File: src/rtl/pipeline_pkg.sv
// Shared types for the pipeline hazard controller.
// FSM state, register width and the pipe_ctrl bundle.
package pipeline_pkg;

  localparam int REG_ADDR_W = 4;

  typedef enum logic [1:0] {
    RUN      = 2'd0,
    MEM_WAIT = 2'd1,
    ERROR    = 2'd2
  } hz_state_e;

  typedef struct packed {
    logic pc_en;
    logic if_id_en;
    logic if_id_flush;
    logic id_ex_en;
    logic id_ex_flush;
    logic ex_mem_en;
    logic mem_wb_flush;
  } pipe_ctrl_t;

  localparam pipe_ctrl_t CTRL_RUN = '{
    pc_en: 1'b1, if_id_en: 1'b1, if_id_flush: 1'b0,
    id_ex_en: 1'b1, id_ex_flush: 1'b0,
    ex_mem_en: 1'b1, mem_wb_flush: 1'b0
  };

  localparam pipe_ctrl_t CTRL_RESET = '{
    pc_en: 1'b0, if_id_en: 1'b0, if_id_flush: 1'b1,
    id_ex_en: 1'b0, id_ex_flush: 1'b1,
    ex_mem_en: 1'b0, mem_wb_flush: 1'b1
  };

  localparam pipe_ctrl_t CTRL_FREEZE = '{
    pc_en: 1'b0, if_id_en: 1'b0, if_id_flush: 1'b0,
    id_ex_en: 1'b0, id_ex_flush: 1'b0,
    ex_mem_en: 1'b0, mem_wb_flush: 1'b1
  };

  localparam pipe_ctrl_t CTRL_BRANCH = '{
    pc_en: 1'b1, if_id_en: 1'b1, if_id_flush: 1'b1,
    id_ex_en: 1'b1, id_ex_flush: 1'b1,
    ex_mem_en: 1'b1, mem_wb_flush: 1'b0
  };

  localparam pipe_ctrl_t CTRL_LOAD_USE = '{
    pc_en: 1'b0, if_id_en: 1'b0, if_id_flush: 1'b0,
    id_ex_en: 1'b1, id_ex_flush: 1'b1,
    ex_mem_en: 1'b1, mem_wb_flush: 1'b0
  };

endpackage

File: src/rtl/hazard_detect.sv
// Combinational load-use comparator: ID source vs EX load dest.
// Ports: rn/rm addrs + use bits, ex_rd_addr, ex_mem_read -> load_use.
module hazard_detect #(
  parameter int W = 4
) (
  input  logic [W-1:0] id_rn_addr,
  input  logic [W-1:0] id_rm_addr,
  input  logic         id_uses_rn,
  input  logic         id_uses_rm,
  input  logic [W-1:0] ex_rd_addr,
  input  logic         ex_mem_read,
  output logic         load_use
);

  logic rn_hit;
  logic rm_hit;

  assign rn_hit = id_uses_rn && (id_rn_addr == ex_rd_addr);
  assign rm_hit = id_uses_rm && (id_rm_addr == ex_rd_addr);
  assign load_use = ex_mem_read && (rn_hit || rm_hit);

endmodule

File: src/rtl/pipeline_hazard_ctrl.sv
// Stall/flush sequencer: memory wait > taken branch > load-use.
// Ports: hazard inputs in, stage enables/flushes, stall count, timeout out.
module pipeline_hazard_ctrl #(
  parameter int REG_ADDR_W = pipeline_pkg::REG_ADDR_W,
  parameter int MAX_WAIT   = 16,
  parameter int CNT_W      = 16
) (
  input  logic                  clk,
  input  logic                  reset,
  input  logic [REG_ADDR_W-1:0] id_rn_addr,
  input  logic [REG_ADDR_W-1:0] id_rm_addr,
  input  logic                  id_uses_rn,
  input  logic                  id_uses_rm,
  input  logic [REG_ADDR_W-1:0] ex_rd_addr,
  input  logic                  ex_mem_read,
  input  logic                  ex_branch_taken,
  input  logic                  mem_req,
  input  logic                  mem_ready,
  output logic                  pc_enable,
  output logic                  if_id_enable,
  output logic                  if_id_flush,
  output logic                  id_ex_enable,
  output logic                  id_ex_flush,
  output logic                  ex_mem_enable,
  output logic                  mem_wb_flush,
  output logic [CNT_W-1:0]      stall_cycles,
  output logic                  mem_timeout
);

  import pipeline_pkg::*;

  localparam int WCNT_W = $clog2(MAX_WAIT + 1);
  localparam logic [WCNT_W-1:0] WAIT_LIM = WCNT_W'(MAX_WAIT);

  hz_state_e         state_q, state_d;
  logic [WCNT_W-1:0] wait_cnt_q, wait_cnt_d;
  logic [CNT_W-1:0]  stall_cycles_q, stall_cycles_d;
  logic              mem_timeout_q, mem_timeout_d;

  logic       load_use;
  logic       mem_wait;
  logic       stall_ev;
  pipe_ctrl_t ctrl;

  hazard_detect #(
    .W (REG_ADDR_W)
  ) u_hazard_detect (
    .id_rn_addr  (id_rn_addr),
    .id_rm_addr  (id_rm_addr),
    .id_uses_rn  (id_uses_rn),
    .id_uses_rm  (id_uses_rm),
    .ex_rd_addr  (ex_rd_addr),
    .ex_mem_read (ex_mem_read),
    .load_use    (load_use)
  );

  assign mem_wait = mem_req && !mem_ready;

  // Output mux; reset and ERROR dominate everything else.
  always_comb begin
    ctrl = CTRL_RUN;
    if (reset) begin
      ctrl = CTRL_RESET;
    end else if (state_q == ERROR || mem_wait) begin
      ctrl = CTRL_FREEZE;
    end else if (ex_branch_taken) begin
      ctrl = CTRL_BRANCH;
    end else if (load_use) begin
      ctrl = CTRL_LOAD_USE;
    end
  end

  always_comb begin
    state_d       = state_q;
    wait_cnt_d    = wait_cnt_q;
    mem_timeout_d = mem_timeout_q;
    stall_ev      = 1'b0;
    case (state_q)
      RUN, MEM_WAIT: begin
        if (mem_wait) begin
          stall_ev   = 1'b1;
          wait_cnt_d = wait_cnt_q + 1'b1;
          if (wait_cnt_d >= WAIT_LIM) begin
            state_d       = ERROR;
            mem_timeout_d = 1'b1;
          end else begin
            state_d = MEM_WAIT;
          end
        end else begin
          state_d    = RUN;
          wait_cnt_d = '0;
          // A branch squashes the stalled instruction; not a stall.
          stall_ev   = load_use && !ex_branch_taken;
        end
      end
      ERROR: begin
        stall_ev = 1'b1;
      end
      default: begin
        state_d    = RUN;
        wait_cnt_d = '0;
      end
    endcase
  end

  always_comb begin
    stall_cycles_d = stall_cycles_q;
    if (stall_ev && (stall_cycles_q != {CNT_W{1'b1}})) begin
      stall_cycles_d = stall_cycles_q + 1'b1;
    end
  end

  always_ff @(posedge clk) begin
    if (reset) begin
      state_q        <= RUN;
      wait_cnt_q     <= '0;
      stall_cycles_q <= '0;
      mem_timeout_q  <= 1'b0;
    end else begin
      state_q        <= state_d;
      wait_cnt_q     <= wait_cnt_d;
      stall_cycles_q <= stall_cycles_d;
      mem_timeout_q  <= mem_timeout_d;
    end
  end

  assign pc_enable     = ctrl.pc_en;
  assign if_id_enable  = ctrl.if_id_en;
  assign if_id_flush   = ctrl.if_id_flush;
  assign id_ex_enable  = ctrl.id_ex_en;
  assign id_ex_flush   = ctrl.id_ex_flush;
  assign ex_mem_enable = ctrl.ex_mem_en;
  assign mem_wb_flush  = ctrl.mem_wb_flush;
  assign stall_cycles  = stall_cycles_q;
  assign mem_timeout   = mem_timeout_q;

endmodule

File: config.mk
export PLATFORM = sky130hd
export DESIGN_NAME = pipeline_hazard_ctrl
export DESIGN_NICKNAME = d
export VERILOG_FILES = /design/src/rtl/pipeline_pkg.sv /design/src/rtl/hazard_detect.sv /design/src/rtl/pipeline_hazard_ctrl.sv
export SDC_FILE = /design/constraint.sdc
export NUM_CORES = 1
export LEC_CHECK = 0
export BUFFER_PORTS_ARGS = -buffer_cell sky130_fd_sc_hd__buf_4
export CORE_MARGIN = 5
export CORE_UTILIZATION = 40
export DETAILED_ROUTE_END_ITERATION = 6
export SLEW_MARGIN = 20
export SYNTH_ARGS = -nofsm -noshare
export SYNTH_HDL_FRONTEND = slang
export SYNTH_HIERARCHICAL = 1
export SYNTH_SLANG_ARGS = --single-unit
export TNS_END_PERCENT = 100
File: constraint.sdc
create_clock -name clk -period 3.3 [get_ports clk]
set_clock_uncertainty 0.1 [all_clocks]
set_input_delay 0.825 -clock clk [delete_from_list [all_inputs] [get_ports clk]]
set_output_delay 0.825 -clock clk [all_outputs]
set_load 0.005 [all_outputs]
# Yosys cells after proc, flatten, opt, wreduce, memory -nomap -nowiden
# Index checks and enable logic that the tools add are counted.
word_totals:
  regBits: 24
  elab_cells: 36
op_classes:
  n_reduce_logical: 13
  n_eq_ne: 5
  muxes: 11
  addsub: 2
  n_lt_le_gt_ge: 1
ops:
  columns: ["op", "count"]
  rows:
  - ["7-bit 2-to-1 mux", 4]
  - ["16-bit by 1-bit adder with 16-bit output (second input constant)", 1]
  - ["16-bit != test (second input constant)", 1]
  - ["5-bit case mux with 2 select lines", 1]
  - ["4-bit == test", 2]
  - ["1-bit logical AND", 6]
  - ["5-bit by 1-bit adder with 5-bit output (second input constant)", 1]
  - ["5-bit greater-or-equal comparator (second input constant)", 1]
  - ["5-bit 2-to-1 mux", 1]
  - ["2-bit 2-to-1 mux", 2]
  - ["2-bit case mux with 2 select lines", 1]
  - ["3-bit AND reduction", 1]
  - ["2-bit by 1-bit == test with 1-bit output (second input constant)", 1]
  - ["2-bit == test (second input constant)", 1]
  - ["1-bit logical NOT", 2]
  - ["2-bit logical NOT", 1]
  - ["1-bit logical OR", 2]
  - ["1-bit case mux with 2 select lines", 1]
  - ["2-bit OR reduction", 1]
  - ["1-bit 2-to-1 mux", 1]

# Longest topological paths before layout
depth:
  word_depth: 8
  mapped_depth: 8
  ltp_nobuf: 8

# Modules after synthesis
# Netlist, hierarchy kept.
modules_own_cells:
  columns: ["mod", "cells_per_inst", "n_inst", "area_each_um2"]
  rows:
  - ["pipeline_hazard_ctrl", 149, 1, 1328.8]
  - ["hazard_detect", 12, 1, 102.6]

# Worst setup path after synthesis
# No wires, ideal clock.
synth_path:
  kind: "input-to-output"
  from: "in ex_rd_addr[1]"
  to: "out pc_enable"
  arrival_ns: 1.801
  stages: 7
  slack_ns: 0.574
  required_time_ns: 2.375
  cell_sequence: "xor2_1 nor3_1 nand4_1 o41ai_2 and2b_1 nor2_1 buf_4"
synth_between:
  elab_chain_cells: 8
synth_lines:
  columns: ["item", "line_no", "source"]
  rows:
  - ["start: declaration", "pipeline_hazard_ctrl.sv:14", "input logic [REG_ADDR_W-1:0] ex_rd_addr,"]
  - ["4-bit == test, on equally long branches", "hazard_detect.sv:18, hazard_detect.sv:19", null]
  - ["1-bit logical AND, on equally long branches", "hazard_detect.sv:18, hazard_detect.sv:19", null]
  - ["1-bit logical OR (*)", "hazard_detect.sv:20", "assign load_use = ex_mem_read && (rn_hit || rm_hit);"]
  - ["1-bit logical AND (*)", "hazard_detect.sv:20", null]
  - ["via load_use", "pipeline_hazard_ctrl.sv:40", "logic load_use;"]
  - ["7-bit 2-to-1 mux (*)", "pipeline_hazard_ctrl.sv:68", "end else if (load_use) begin"]
  - ["7-bit 2-to-1 mux (*)", "pipeline_hazard_ctrl.sv:66", "end else if (ex_branch_taken) begin"]
  - ["7-bit 2-to-1 mux (*)", "pipeline_hazard_ctrl.sv:64", "end else if (state_q == ERROR || mem_wait) begin"]
  - ["7-bit 2-to-1 mux (*)", "pipeline_hazard_ctrl.sv:62", "if (reset) begin"]
  - ["end: declaration", "pipeline_hazard_ctrl.sv:19", "output logic pc_enable,"]
# The timed path passes the listed nets; every way through them passes the cells marked *.

# Worst setup path after layout
# Ends and elaborated chain as after synthesis.

==> run_summary.xml <==
<?xml version="1.0" encoding="UTF-8"?>
<metrics>
  <group name="clock_network">
    <metric name="cts.htree.levels" unit="">1</metric>
    <metric name="cts_inserted_buffers" unit="">3</metric>
    <metric name="clk_transition_reported_paths" unit="ps">120</metric>
    <metric name="post_cts_resize_count" unit="">0</metric>
    <metric name="insertion_delay" unit="ps">320</metric>
    <metric name="cts_tree" unit="">built</metric>
    <metric name="post_cts_hold_buffer_count" unit="">0</metric>
    <metric name="cts_sinks" unit="">23</metric>
    <metric name="cts_max_path_buffers" unit="">2</metric>
    <metric name="post_cts.repair.setup_buffers" unit="">0</metric>
    <metric name="root_buffer" unit="">sky130_fd_sc_hd__clkbuf_4</metric>
  </group>
  <group name="synthesis">
    <metric name="synth-seq-cells" unit="">23</metric>
    <metric name="postSynthAreaPerCell" unit="sq um">8.89</metric>
    <metric name="netlist_area" unit="sq um">1430</metric>
    <metric name="yosysUniqueCellTypes" unit="">50</metric>
    <metric name="async_flop_share" unit="%">0</metric>
    <metric name="syn_inst" unit="">161</metric>
    <metric name="synth.net_count" unit="">183</metric>
    <metric name="yosys_most_used_dff" unit="">sky130_fd_sc_hd__dfxtp_1</metric>
    <metric name="seq_area_frac_synth" unit="%">32.2</metric>
    <metric name="yosys_warnings" unit="">6</metric>
    <metric name="edff_count_synth" unit="">0</metric>
  </group>
  <group name="pwr">
    <metric name="ir_drop" unit="uV">149</metric>
    <metric name="power.leakage" unit="nW">0.706</metric>
    <metric name="p_per_area" unit="nW/um^2">268</metric>
    <metric name="total_power" unit="mW">0.485</metric>
  </group>
  <group name="critical_path">
    <metric name="cp_slowest_stage_delay" unit="ps">310</metric>
    <metric name="worst_setup_path_startpoint" unit="">ex_rd_addr[1]</metric>
    <metric name="rrSetupSlack" unit="ps">1370</metric>
    <metric name="timing.critical_path.from_type" unit="">input port</metric>
    <metric name="cp_cell_sequence" unit="">buf_4 -&gt; xor2_1 -&gt; nor3_1 -&gt; nand4_1 -&gt; o41ai_2 -&gt; and2b_1 -&gt; nor2_1 -&gt; buf_4</metric>
    <metric name="crit_path_frequent_cell" unit="">sky130_fd_sc_hd__buf_4</metric>
    <metric name="timing.rr.end" unit="">stall_cycles[9]</metric>
    <metric name="worst-path-max-fanout" unit="">5</metric>
    <metric name="timing.critical_path.required" unit="ps">2370</metric>
    <metric name="timing.critical_path.to_type" unit="">output port</metric>
    <metric name="critical_path_arrival" unit="ps">2040</metric>
    <metric name="reg2regPathDepth" unit="">4</metric>
    <metric name="crit-reg2reg-launch" unit="">stall_cycles[6]</metric>
    <metric name="crit_path_category" unit="">input port to output port</metric>
    <metric name="slowest_stage" unit="">sky130_fd_sc_hd__and2b_1</metric>
  </group>
  <group name="final_layout">
    <metric name="drive_gt1_share" unit="%">29.1</metric>
    <metric name="post-route-cell-area" unit="sq um">1810</metric>
    <metric name="final_common_cell" unit="">sky130_fd_sc_hd__buf_4</metric>
    <metric name="layout.cells.most_common_list" unit="">43 x sky130_fd_sc_hd__buf_4, 23 x sky130_fd_sc_hd__dfxtp_1, 16 x sky130_fd_sc_hd__nor2_1</metric>
    <metric name="area_growth" unit="%">26.5</metric>
    <metric name="antenna_cells_inserted" unit="">0</metric>
    <metric name="final_net_count" unit="">226</metric>
  </group>
  <group name="floorplanning">
    <metric name="die_h" unit="microns">69.8</metric>
    <metric name="core_area" unit="sq um">3390</metric>
    <metric name="rows" unit="">21</metric>
    <metric name="initial_utilization" unit="%">42.2</metric>
    <metric name="boundaryPins" unit="">44</metric>
    <metric name="die_area" unit="sq um">4870</metric>
    <metric name="die_width" unit="microns">69.8</metric>
  </group>
  <group name="route">
    <metric name="drtAntennaViolNets" unit="">0</metric>
    <metric name="dr.first_iter.drc_count" unit="">72</metric>
    <metric name="routed-via-count" unit="">1417</metric>
    <metric name="avgViaCountPerCell" unit="">5.69</metric>
    <metric name="drtPass1Iterations" unit="">4</metric>
    <metric name="route.final.wire_length" unit="microns">3740</metric>
    <metric name="route.detailed.drc" unit="">0</metric>
    <metric name="route.detailed.wl_per_inst" unit="microns">15.0</metric>
  </group>
  <group name="placed_design">
    <metric name="final_estimated_routing_congestion_in_global_placement" unit="">0.874</metric>
    <metric name="quantity_of_i_o_buffers_inserted_on_ports" unit="">43</metric>
    <metric name="dpl_worst_slack" unit="ps">323</metric>
    <metric name="place_hpwl" unit="microns">2910</metric>
    <metric name="placed_area" unit="sq um">1780</metric>
  </group>
  <group name="hold_path">
    <metric name="timing.hold.worst_endpoint" unit="">mem_timeout</metric>
    <metric name="timing.hold.worst.start" unit="">mem_timeout</metric>
    <metric name="timing.hold.worst.class" unit="">register to register</metric>
    <metric name="hold_path_stages" unit="">2</metric>
  </group>
  <group name="sta">
    <metric name="setup_viol" unit="">0</metric>
    <metric name="worst_max_slew_margin_expressed_relative_to_the_limit" unit="%">45.5</metric>
    <metric name="tightest_slew" unit="ps">805</metric>
    <metric name="final-max-slew-violation-count" unit="">0</metric>
    <metric name="hold_violations" unit="">0</metric>
    <metric name="post-route-min-period" unit="ps">2970</metric>
    <metric name="fin_hold_ws" unit="ps">391</metric>
    <metric name="final_worst_path_period_share" unit="%">89.9</metric>
    <metric name="layout_setup_ws" unit="ps">332</metric>
    <metric name="grt_setup_unrepaired" unit="">no</metric>
    <metric name="totalNegativeSetupSlack" unit="ps">0</metric>
    <metric name="clock.fmax" unit="MHz">337</metric>
  </group>
  <group name="global_route">
    <metric name="number_of_global_route_vias_before_repair" unit="">1442</metric>
    <metric name="grt_antenna_before_repair" unit="">0</metric>
    <metric name="grt_first_pass_wirelength" unit="microns">6670</metric>
    <metric name="grt_overflow" unit="">0</metric>
    <metric name="groute.usage.overall" unit="%">16.2</metric>
    <metric name="grt_max_degree" unit="">25</metric>
  </group>
  <group name="flow_run">
    <metric name="drv_cap" unit="">0</metric>
  </group>
  <group name="outcome">
    <metric name="outcome" unit="">complete, no violations</metric>
  </group>
</metrics>
[flip-flops by register name (all words and copies together), names as in the netlist]
| register | cells |
|---|---|
| stall_cycles | 16 |
| mem_timeout | 1 |
| state_q | 2 |
| wait_cnt_q | 4 |
[report_power, final]
| part | internal, mW | switching [mW] |
|---|---|---|
| clock | 0.0473 | 0.0865 |
| combinational | 0.0365 | 0.0311 |
| sequential | 0.281 | 0.00334 |
| total | 0.364 | 0.121 |
[cells in the mapped netlist (3+ instances only)]
library cell	count	area, sq um
sky130_fd_sc_hd__nand2_1	11	41.3
sky130_fd_sc_hd__nor3_1	3	15.0
sky130_fd_sc_hd__nor2b_1	4	25.0
sky130_fd_sc_hd__dfxtp_1	23	460
sky130_fd_sc_hd__inv_1	6	22.5
sky130_fd_sc_hd__nand4_1	4	25.0
sky130_fd_sc_hd__and4_1	3	26.3
sky130_fd_sc_hd__nand3_1	6	30.0
sky130_fd_sc_hd__a21oi_1	14	70.1
sky130_fd_sc_hd__or4_1	7	52.6
sky130_fd_sc_hd__o21ai_0	3	15.0
sky130_fd_sc_hd__o31ai_1	9	67.6
sky130_fd_sc_hd__nor2_1	16	60.1
sky130_fd_sc_hd__xor2_1	6	52.6
[worst max-delay path, delay by kind of cell]
kind | cells | cell delay [ps]
simple gates | 4 | 730
compound gates | 1 | 80
xor+xnor | 1 | 150
buf+inv | 2 | 260
[how the worst max path moves through the flow]
stage,end,cells past startpoint
CTS,pc_enable,8
global placement,if_id_enable,6
floorplan,pc_enable,7
finish,pc_enable,8
global route,pc_enable,8
detailed placement,pc_enable,6
[area by class of cell]
class / count / area (sq um)
Clock buffer: 4 / 26.3
Timing Repair Buffer: 43 / 323
Fill cell: 335 / 1580
Tap cell: 46 / 57.6
Inverter: 6 / 22.5
Sequential cell: 23 / 460
Multi-Input combinational cell: 127 / 921
[layer usage]
metal	global-route usage (%)	wire length, microns
met1	18.5	1490
met2	30.3	2100
met3	3.33	134
met4	3.83	17
met5	0	0
[per-stage QoR]
stage / instances / utilization, %
after floorplan: 161 / -
after global placement: 245 / 52.6
after detailed placement: 245 / 52.6
after CTS: 249 / 53.4
after global routing: 249 / 53.4
final: 249 / 53.4
[cells by family (layout without fill, tap and decap cells)]
logic type	Yosys count	count (layout)	synth area share [%]
adder cells (fa/ha/maj)	2	2	1.75
multiplexers	3	3	2.27
buffers and inverters	11	53	3.50
XOR/XNOR	8	8	4.90
AO/OA/AOI/OAI	42	42	23.4
AND/OR/NAND/NOR	72	72	32.0
flip-flops	23	23	32.2
Note: power is estimated with default switching activity, not from simulation.
